$ cat config.mk
export PLATFORM = sky130hd
export DESIGN_NAME = router_port_fifo
export DESIGN_NICKNAME = d
export VERILOG_FILES = /design/src/rtl/router_port_fifo.sv
export SDC_FILE = /design/constraint.sdc
export NUM_CORES = 1
export LEC_CHECK = 0
export BUFFER_PORTS_ARGS = -buffer_cell sky130_fd_sc_hd__buf_2
export CAP_MARGIN = 15
export CORE_MARGIN = 3
export CORE_UTILIZATION = 56
export CTS_CLUSTER_DIAMETER = 150
export DETAILED_ROUTE_END_ITERATION = 16
export PLACE_DENSITY = 0.76
export SLEW_MARGIN = 20
export SYNTH_ARGS = -nofsm -noshare
export SYNTH_HDL_FRONTEND = slang
export SYNTH_SLANG_ARGS = --single-unit
$ cat constraint.sdc
create_clock -name clock -period 4.5 [get_ports clock]
set_input_delay 1.125 -clock clock [delete_from_list [all_inputs] [get_ports clock]]
set_output_delay 1.125 -clock clock [all_outputs]
set_load 0.05 [all_outputs]
$ cat src/rtl/router_port_fifo.sv
// -----------------------------------------------------------------------------
// router_port_fifo
//
// Packet-aware output buffer for one router output port. Bytes arrive from the
// switch core with an end-of-packet marker. A packet becomes visible to the
// reader only once its last byte is stored. A packet that cannot fit is
// discarded whole, never truncated.
//
// Ports:
//   clock         in   rising-edge clock
//   reset         in   asynchronous, active-low reset
//   wr_valid      in   write byte strobe from the switch core
//   wr_data[7:0]  in   byte written when wr_valid=1
//   wr_last       in   final byte of the packet (qualified by wr_valid)
//   ready         out  a complete packet is being presented to the reader
//   read          in   reader pops one byte while ready=1
//   data[7:0]     out  registered read data
//   drop          out  one-cycle pulse when an in-progress packet is discarded
//   pkt_count     out  number of complete packets stored (AW+1 bits)
//   wr_state_dbg  out  write FSM state (0 ACCEPT, 1 DISCARD)
//   rd_state_dbg  out  read FSM state (0 IDLE, 1 SEND, 2 GAP)
//
// Read handshake: a byte transfers on every rising edge where ready=1 and
// read=1; data carries that byte after the edge. read while ready=0 is
// ignored, and read=0 while ready=1 holds both data and the read pointer.
// -----------------------------------------------------------------------------
module router_port_fifo #(
   parameter int DEPTH = 64,
   localparam int AW = $clog2(DEPTH)
) (
   input  logic          clock,
   input  logic          reset,
   input  logic          wr_valid,
   input  logic [7:0]    wr_data,
   input  logic          wr_last,
   output logic          ready,
   input  logic          read,
   output logic [7:0]    data,
   output logic          drop,
   output logic [AW:0]   pkt_count,
   output logic          wr_state_dbg,
   output logic [1:0]    rd_state_dbg
);

   localparam logic [0:0] WR_ACCEPT  = 1'b0;
   localparam logic [0:0] WR_DISCARD = 1'b1;

   localparam logic [1:0] RD_IDLE = 2'd0;
   localparam logic [1:0] RD_SEND = 2'd1;
   localparam logic [1:0] RD_GAP  = 2'd2;

   localparam logic [AW:0] PTR_ONE    = {{AW{1'b0}}, 1'b1};
   localparam logic [AW:0] FULL_LEVEL = DEPTH[AW:0];

   // Each entry holds {last, byte}.
   logic [8:0]    mem [DEPTH];

   logic [AW:0]   wp;      // speculative write pointer
   logic [AW:0]   wp_c;    // committed write pointer
   logic [AW:0]   rp;      // read pointer

   logic [0:0]    wr_state;
   logic [1:0]    rd_state;

   logic [AW:0]   occupancy;
   logic          full;
   logic          wr_accept;
   logic          wr_overflow;
   logic          commit;
   logic          pop;
   logic          pop_last;
   logic [8:0]    rd_entry;

   // Full uses the pre-edge pointers, so a pop in the same cycle never makes
   // room for that cycle's write. Occupancy counts speculative bytes too.
   always_comb begin
      occupancy   = wp - rp;
      full        = (occupancy == FULL_LEVEL);
      wr_accept   = (wr_state == WR_ACCEPT) && wr_valid && !full;
      wr_overflow = (wr_state == WR_ACCEPT) && wr_valid && full;
      commit      = wr_accept && wr_last;
      rd_entry    = mem[rp[AW-1:0]];
      pop         = (rd_state == RD_SEND) && read;
      pop_last    = pop && rd_entry[8];
   end

   assign ready        = (rd_state == RD_SEND);
   assign wr_state_dbg = wr_state[0];
   assign rd_state_dbg = rd_state;

   // Storage array is not reset; the pointers alone define valid contents.
   always_ff @(posedge clock) begin
      if (wr_accept) begin
         mem[wp[AW-1:0]] <= {wr_last, wr_data};
      end
   end

   // Write side: speculative fill, commit on last byte, rewind on overflow.
   always_ff @(posedge clock or negedge reset) begin
      if (!reset) begin
         wr_state <= WR_ACCEPT;
         wp       <= '0;
         wp_c     <= '0;
         drop     <= 1'b0;
      end else begin
         drop <= 1'b0;
         case (wr_state)
            WR_ACCEPT: begin
               if (wr_accept) begin
                  wp <= wp + PTR_ONE;
                  if (wr_last) begin
                     wp_c <= wp + PTR_ONE;
                  end
               end else if (wr_overflow) begin
                  // Throw away the partial packet. A full FIFO on the last
                  // byte ends the packet here; otherwise swallow the rest.
                  wp   <= wp_c;
                  drop <= 1'b1;
                  if (!wr_last) begin
                     wr_state <= WR_DISCARD;
                  end
               end
            end
            WR_DISCARD: begin
               if (wr_valid && wr_last) begin
                  wr_state <= WR_ACCEPT;
               end
            end
            default: wr_state <= WR_ACCEPT;
         endcase
      end
   end

   // Read side: present one packet at a time with a one-cycle gap after it.
   always_ff @(posedge clock or negedge reset) begin
      if (!reset) begin
         rd_state <= RD_IDLE;
         rp       <= '0;
         data     <= 8'h00;
      end else begin
         case (rd_state)
            RD_IDLE: begin
               if (pkt_count != '0) begin
                  rd_state <= RD_SEND;
               end
            end
            RD_SEND: begin
               if (pop) begin
                  data <= rd_entry[7:0];
                  rp   <= rp + PTR_ONE;
                  if (rd_entry[8]) begin
                     rd_state <= RD_GAP;
                  end
               end
            end
            RD_GAP: begin
               // A queued packet is presented straight after the single gap
               // cycle, so ready is low for exactly one cycle between packets.
               if (pkt_count != '0) begin
                  rd_state <= RD_SEND;
               end else begin
                  rd_state <= RD_IDLE;
               end
            end
            default: rd_state <= RD_IDLE;
         endcase
      end
   end

   // Commit and final pop in the same cycle cancel out.
   always_ff @(posedge clock or negedge reset) begin
      if (!reset) begin
         pkt_count <= '0;
      end else begin
         case ({commit, pop_last})
            2'b10:   pkt_count <= pkt_count + PTR_ONE;
            2'b01:   pkt_count <= pkt_count - PTR_ONE;
            default: pkt_count <= pkt_count;
         endcase
      end
   end

endmodule

* Yosys cells after proc, flatten, opt, wreduce, memory -nomap -nowiden
Memories as Yosys holds them, arrays and structs flattened.
Index checks and enable logic that the tools add are counted.
** Word-level totals
- Logic and storage cells :: 57
- Bits in writable memories :: 576
- Bits in registers :: 40
- Memories kept :: 1
- Output and inout bits :: 20
- Input bits :: 13
** Cells by class
- Bitwise logic cells :: 1
- Add/sub/neg operators :: 5
- Muxes and demuxes :: 18
- Eq/ne operators :: 8
- Reduce and logical (&&, ||, !) cells :: 16
** Memories
- mem :: depth 64, width 9, read ports 1, clocked after memory_dff 0, write ports 1, RTL line 56 : logic [8:0] mem [DEPTH];
** Operator list (count)
- $add A7 B1 Y7 const B :: 3
- $mux W7 :: 2
- $pmux W7 S2 :: 1
- $mux W1 :: 10
- $eq A7 B7 Y1 const B :: 1
- $logic_and A1 B1 Y1 :: 7
- $reduce_bool A7 Y1 :: 1
- $sub A7 B1 Y7 const B :: 1
- $sub A7 B7 Y7 :: 1
- $mux W2 :: 3
- $pmux W2 S3 :: 1
- $reduce_and A3 Y1 :: 2
- $eq A2 B1 Y1 const B :: 2
- $eq A2 B2 Y1 const B :: 2
- $ne A2 B1 Y1 const B :: 2
- $reduce_and A2 Y1 :: 2
- $reduce_bool A2 Y1 :: 2
- $logic_not A2 Y1 :: 1
- $ne A2 B2 Y1 const B :: 1
- $pmux W1 S2 :: 1
- $logic_not A1 Y1 :: 1
- $not A1 Y1 :: 1

* Depth between registers and ports, before layout
- Depth after elaboration :: 7
- Gate-level depth with buffers :: 20
- Gate-level depth less buffers :: 16

* Least setup slack after synthesis
Ideal clock, no wire load.
- Kind :: register to register
- Start :: register rp[1]
- End :: register pkt_count[6]
- Period minus slack after synthesis :: 4.679 ns
- Setup slack :: -0.179 ns
- Stages on the path, launching flop included :: 20
- Path buffers :: 4
- Library setup time :: 0.141 ns
- Data arrival time :: 4.538 ns
- Required time :: 4.359 ns
- Cells stage by stage :: dfrtp_1 buf_2 inv_1 buf_2 buf_1 ha_1 nor2b_1 nor4b_1 o21ai_1 a211o_1 nand3_1 ha_1 clkbuf_1 xor2_1 ha_1 nor3b_1 o21ai_1 a2111oi_0 o21bai_1 xnor2_1
** Between the ends
- Cells in the longest elaborated chain, start to end :: 7
- Elaborated cells on any way between the ends :: 11
- Classes of those cells :: 1 x add/sub; 3 x eq/ne; 1 x mux; 5 x reduce/logical; 1 x memory
** RTL lines
- start: declaration :: RTL line 60 : logic [AW:0] rp;
- start signal: assignment :: RTL line 150 : rp <= rp + PTR_ONE;
- $sub A7 B7 Y7 :: RTL line 77 : occupancy = wp - rp;
- $eq A7 B7 Y1 :: RTL line 78 : full = (occupancy == FULL_LEVEL);
- $logic_not A1 Y1 :: RTL line 79 : wr_accept = (wr_state == WR_ACCEPT) && wr_valid && !full;
- $logic_and A1 B1 Y1 :: RTL line 79
- $logic_and A1 B1 Y1 :: RTL line 81 : commit = wr_accept && wr_last;
- $eq A2 B1 Y1 or $eq A2 B2 Y1 (tied branches) :: RTL line 175 : case ({commit, pop_last})
- $pmux W7 S2 or $reduce_bool A2 Y1 (tied branches)
- end signal: assignment :: RTL line 176 : 2'b10: pkt_count <= pkt_count + PTR_ONE;
- end signal: assignment :: RTL line 177 : 2'b01: pkt_count <= pkt_count - PTR_ONE;
- end signal: assignment :: RTL line 178 : default: pkt_count <= pkt_count;
- end: declaration :: RTL line 40 : output logic [AW:0] pkt_count,
Several ways; a longest one is shown, not always the timed one.
A chain may end at the register's enable or synchronous reset.

* Final worst setup path
- Start :: register rp[0]
- End :: register pkt_count[6]
Same word-level chain as after synthesis.

==> summary.txt <==
Pwr
  • Leak Pwr: 8.99 nW
  • Maximum VDD drop: 341 uV
  • Pwr Density: 622 nW/um^2

Timing
  • Tmin final: 4.08 ns
  • Max-slew violation count: 0
  • Post-route setup TNS: 0 ns
  • Hold Vio Cnt, Final: 0
  • Worst Slack Setup Final: 0.424 ns
  • RSZ-0062 raised after global routing: false
  • Fin Clk Skew: 0.0291 ns
  • Final worst-path cycle share: 0.906
  • Slew @ Worst Pin: 1.08 ns
  • Fmax: 245 MHz
  • Slew margin rel.: 0.277
  • Finish-stage setup viols: 0

Clock tree
  • CTS Buf Count: 58
  • Resized Gates After CTS: 0
  • # hold bufs at CTS: 0
  • Clk buf depth: 3
  • Clock Sink Count: 616
  • Setup Buffers After CTS: 0
  • Clock root buffer: clkbuf_16
  • CTS tree: done
  • Clk Latency, worst-skew pair: 0.62 ns
  • Clock slew at reported path FFs: 0.06 ns
  • H-tree depth: 2

Critical path
  • Startpoint types: flip-flop
  • Setup CP Type: reg2reg
  • Reg-to-reg endpoint: pkt_count[6]$_DFFE_PN0P_
  • CP Capture Type: flip-flop
  • Crit path max fanout: 33
  • CP Buf/Inv Count: 0
  • CP cell instances: mux4_2, nand2_1, nand3_1, a41oi_1, a21oi_1, ha_1, xor2_1, ha_1, or3b_2, a21oi_1, a32o_1, o21bai_1, xnor2_1
  • Crit path arrival time: 4.58 ns
  • Worst r2r src: rp[0]$_DFFE_PN0P_
  • Worst reg-to-reg path cell count: 13
  • Cell class contributing the biggest share of worst-path delay: compound AO/OA/AOI/OAI gates
  • Reg2reg setup slack: 0.42 ns
  • Crit-path max cell delay: 0.83 ns
  • Slowest-stage cell, CP: dfrtp_4
  • Critical Path RT: 5.01 ns

Floorplanning
  • Die height: 216 um
  • Num rows: 76
  • Initial Util: 0.568
  • Die ar.: 46400 um^2
  • Die Span X: 216 um
  • Top-level I/O count: 33
  • Core Box Area: 43300 um^2

Synth
  • Top cells by area, synth: edfxtp_1, mux4_2, dfrtp_1, mux2i_1, nor2_1
  • Sequential area share after synthesis: 0.744
  • Number of flops mapped to enable cells by yosys: 576
  • Synth top cells by count: edfxtp_1, mux4_2, nor2_1, mux2i_1, nand2_1
  • Cells after synthesis: 1292
  • Primary FF master, synth: edfxtp_1
  • Syn_nets: 1316
  • Count of different cell masters after synthesis: 66
  • Post-synth top area cell: edfxtp_1
  • Yosys reg bits: 616
  • Yosys top cell area share: 0.704
  • Post-synthesis async set-or-reset flop share: 0.0649
  • Most common cell in the netlist: edfxtp_1
  • Synth Area per Inst: 19.0 um^2
  • Synth Cell Area: 24600 um^2
  • Synthesis warning total: 0

Flow run
  • Maxcap violations: 0

Finish
  • Storage cell area: 18300 um^2
  • Nets: 1386
  • Layout fillers: 2860
  • Share of cells above drive strength 1: 0.218
  • Area growth syn-to-layout: 11.3%
  • # diodes: 0
  • Multi-input gate area: 5830 um^2

Hold path
  • Sink of the worst hold path: rp[6]$_DFFE_PN0P_
  • Hold path cells: 1
  • Worst hold path class: reg2reg
  • Hold Crit Start: rp[6]$_DFFE_PN0P_

Routing
  • Routed WL per cell: 27.5 um
  • # DRC: 0
  • Routed vias: 12800
  • Pre-antenna DRT Iters: 6
  • Detail Route Antenna Nets: 0
  • Drt total wl: 54.9 mm
  • Initial DRC count: 2099
  • Drt via density: 6.40

Placed design
  • DP HPWL: 34.9 mm
  • Input/output buffers: 32
  • GP Congestion: 0.884
  • DP Worst Slack: 0.444 ns

Global routing
  • Gr ovfl total: 0
  • Vias in the first global route: 12800
  • First-pass GRT wire length: 83.5 mm
  • Largest net degree at the start of global routing: 66
  • Total global-route track usage: 0.243
  • Antenna violations before repair: 0

Outcome
  • Status: finished clean
-- layout make-up --
type                    instances  share of cell area
clock buffers                  68              0.0551
clock inverters                42              0.0145
inverters                      15             0.00206
multi-input cells             594               0.213
flip-flops and latches        616               0.669
well taps                     585              0.0267
repair buffers                 77              0.0194
-- per-layer routing --
metal  track usage  vias up  part of all wire  wire (um)
met3        0.0503      136             0.096       5290
met1         0.359     6529              0.40      22100
met5             0        -                 0          0
met2         0.371      731              0.47      25700
met4        0.0811        0             0.035       1900
li1              -     5384                 -          -
-- cell families after synthesis --
group                      after synthesis  share of synthesized area
AOI/OAI and AO/OA                      139                     0.0401
buffers and inverters                   82                     0.0184
and+or+nand+nor                        221                     0.0405
DFF                                    616                      0.744
muxes                                  199                      0.143
adders and majority gates               11                    0.00560
xor gates and xnor gates                24                    0.00855
-- worst max path at each step --
stage | cells after the start | startpoint | end
6_report | 13 | rp[0]$_DFFE_PN0P_ | pkt_count[6]$_DFFE_PN0P_
4_1_cts | 13 | rp[0]$_DFFE_PN0P_ | pkt_count[6]$_DFFE_PN0P_
5_1_grt | 13 | rp[0]$_DFFE_PN0P_ | pkt_count[6]$_DFFE_PN0P_
3_3_place_gp | 13 | rp[0]$_DFFE_PN0P_ | pkt_count[6]$_DFFE_PN0P_
2_1_floorplan | 19 | rp[1]$_DFFE_PN0P_ | pkt_count[6]$_DFFE_PN0P_
3_5_place_dp | 13 | rp[0]$_DFFE_PN0P_ | pkt_count[6]$_DFFE_PN0P_
-- layout by cell type (no fill, tap or decap), drive strengths merged, types with 8 or more instances in the layout --
cell / count
o21ai: 21
o22ai: 17
o221ai: 15
xnor2: 16
clkbuf: 68
nand4: 8
buf: 77
xor2: 8
nor2b: 8
clkinvlp: 8
ha: 11
nand3: 31
mux2i: 70
nand2: 54
mux2: 9
inv: 18
clkinv: 25
dfrtp: 40
mux4: 120
a21oi: 28
edfxtp: 576
nor2: 90
-- report_power, final --
part           internal [mW]  switching (mW)  total, mW
clock network           2.76            2.11       4.86
registers               6.65           0.450       7.10
logic                   2.07            3.00       5.07
-- flip-flops by register name (all words and copies together), names as in the netlist --
register and flops:
wr_state_dbg 1, wp_c 7, pkt_count 7, mem 576
rd_state_dbg 2, rp 7, wp 7, data 8
drop 1
-- metrics by stage --
stage	cells	hold WS [ns]	power [mW]	instance area [um^2]	utilization
2_1_floorplan	1292	0.462	10.7	24600	-
6_report	1997	0.493	17.0	27400	0.632
5_1_grt	1997	0.516	17.7	27400	0.632
3_3_place_gp	1886	0.484	12.1	25400	0.588
3_5_place_dp	1887	0.481	12.2	25500	0.588
4_1_cts	1997	0.493	17.1	27400	0.632
(Power assumes the default switching activity.)
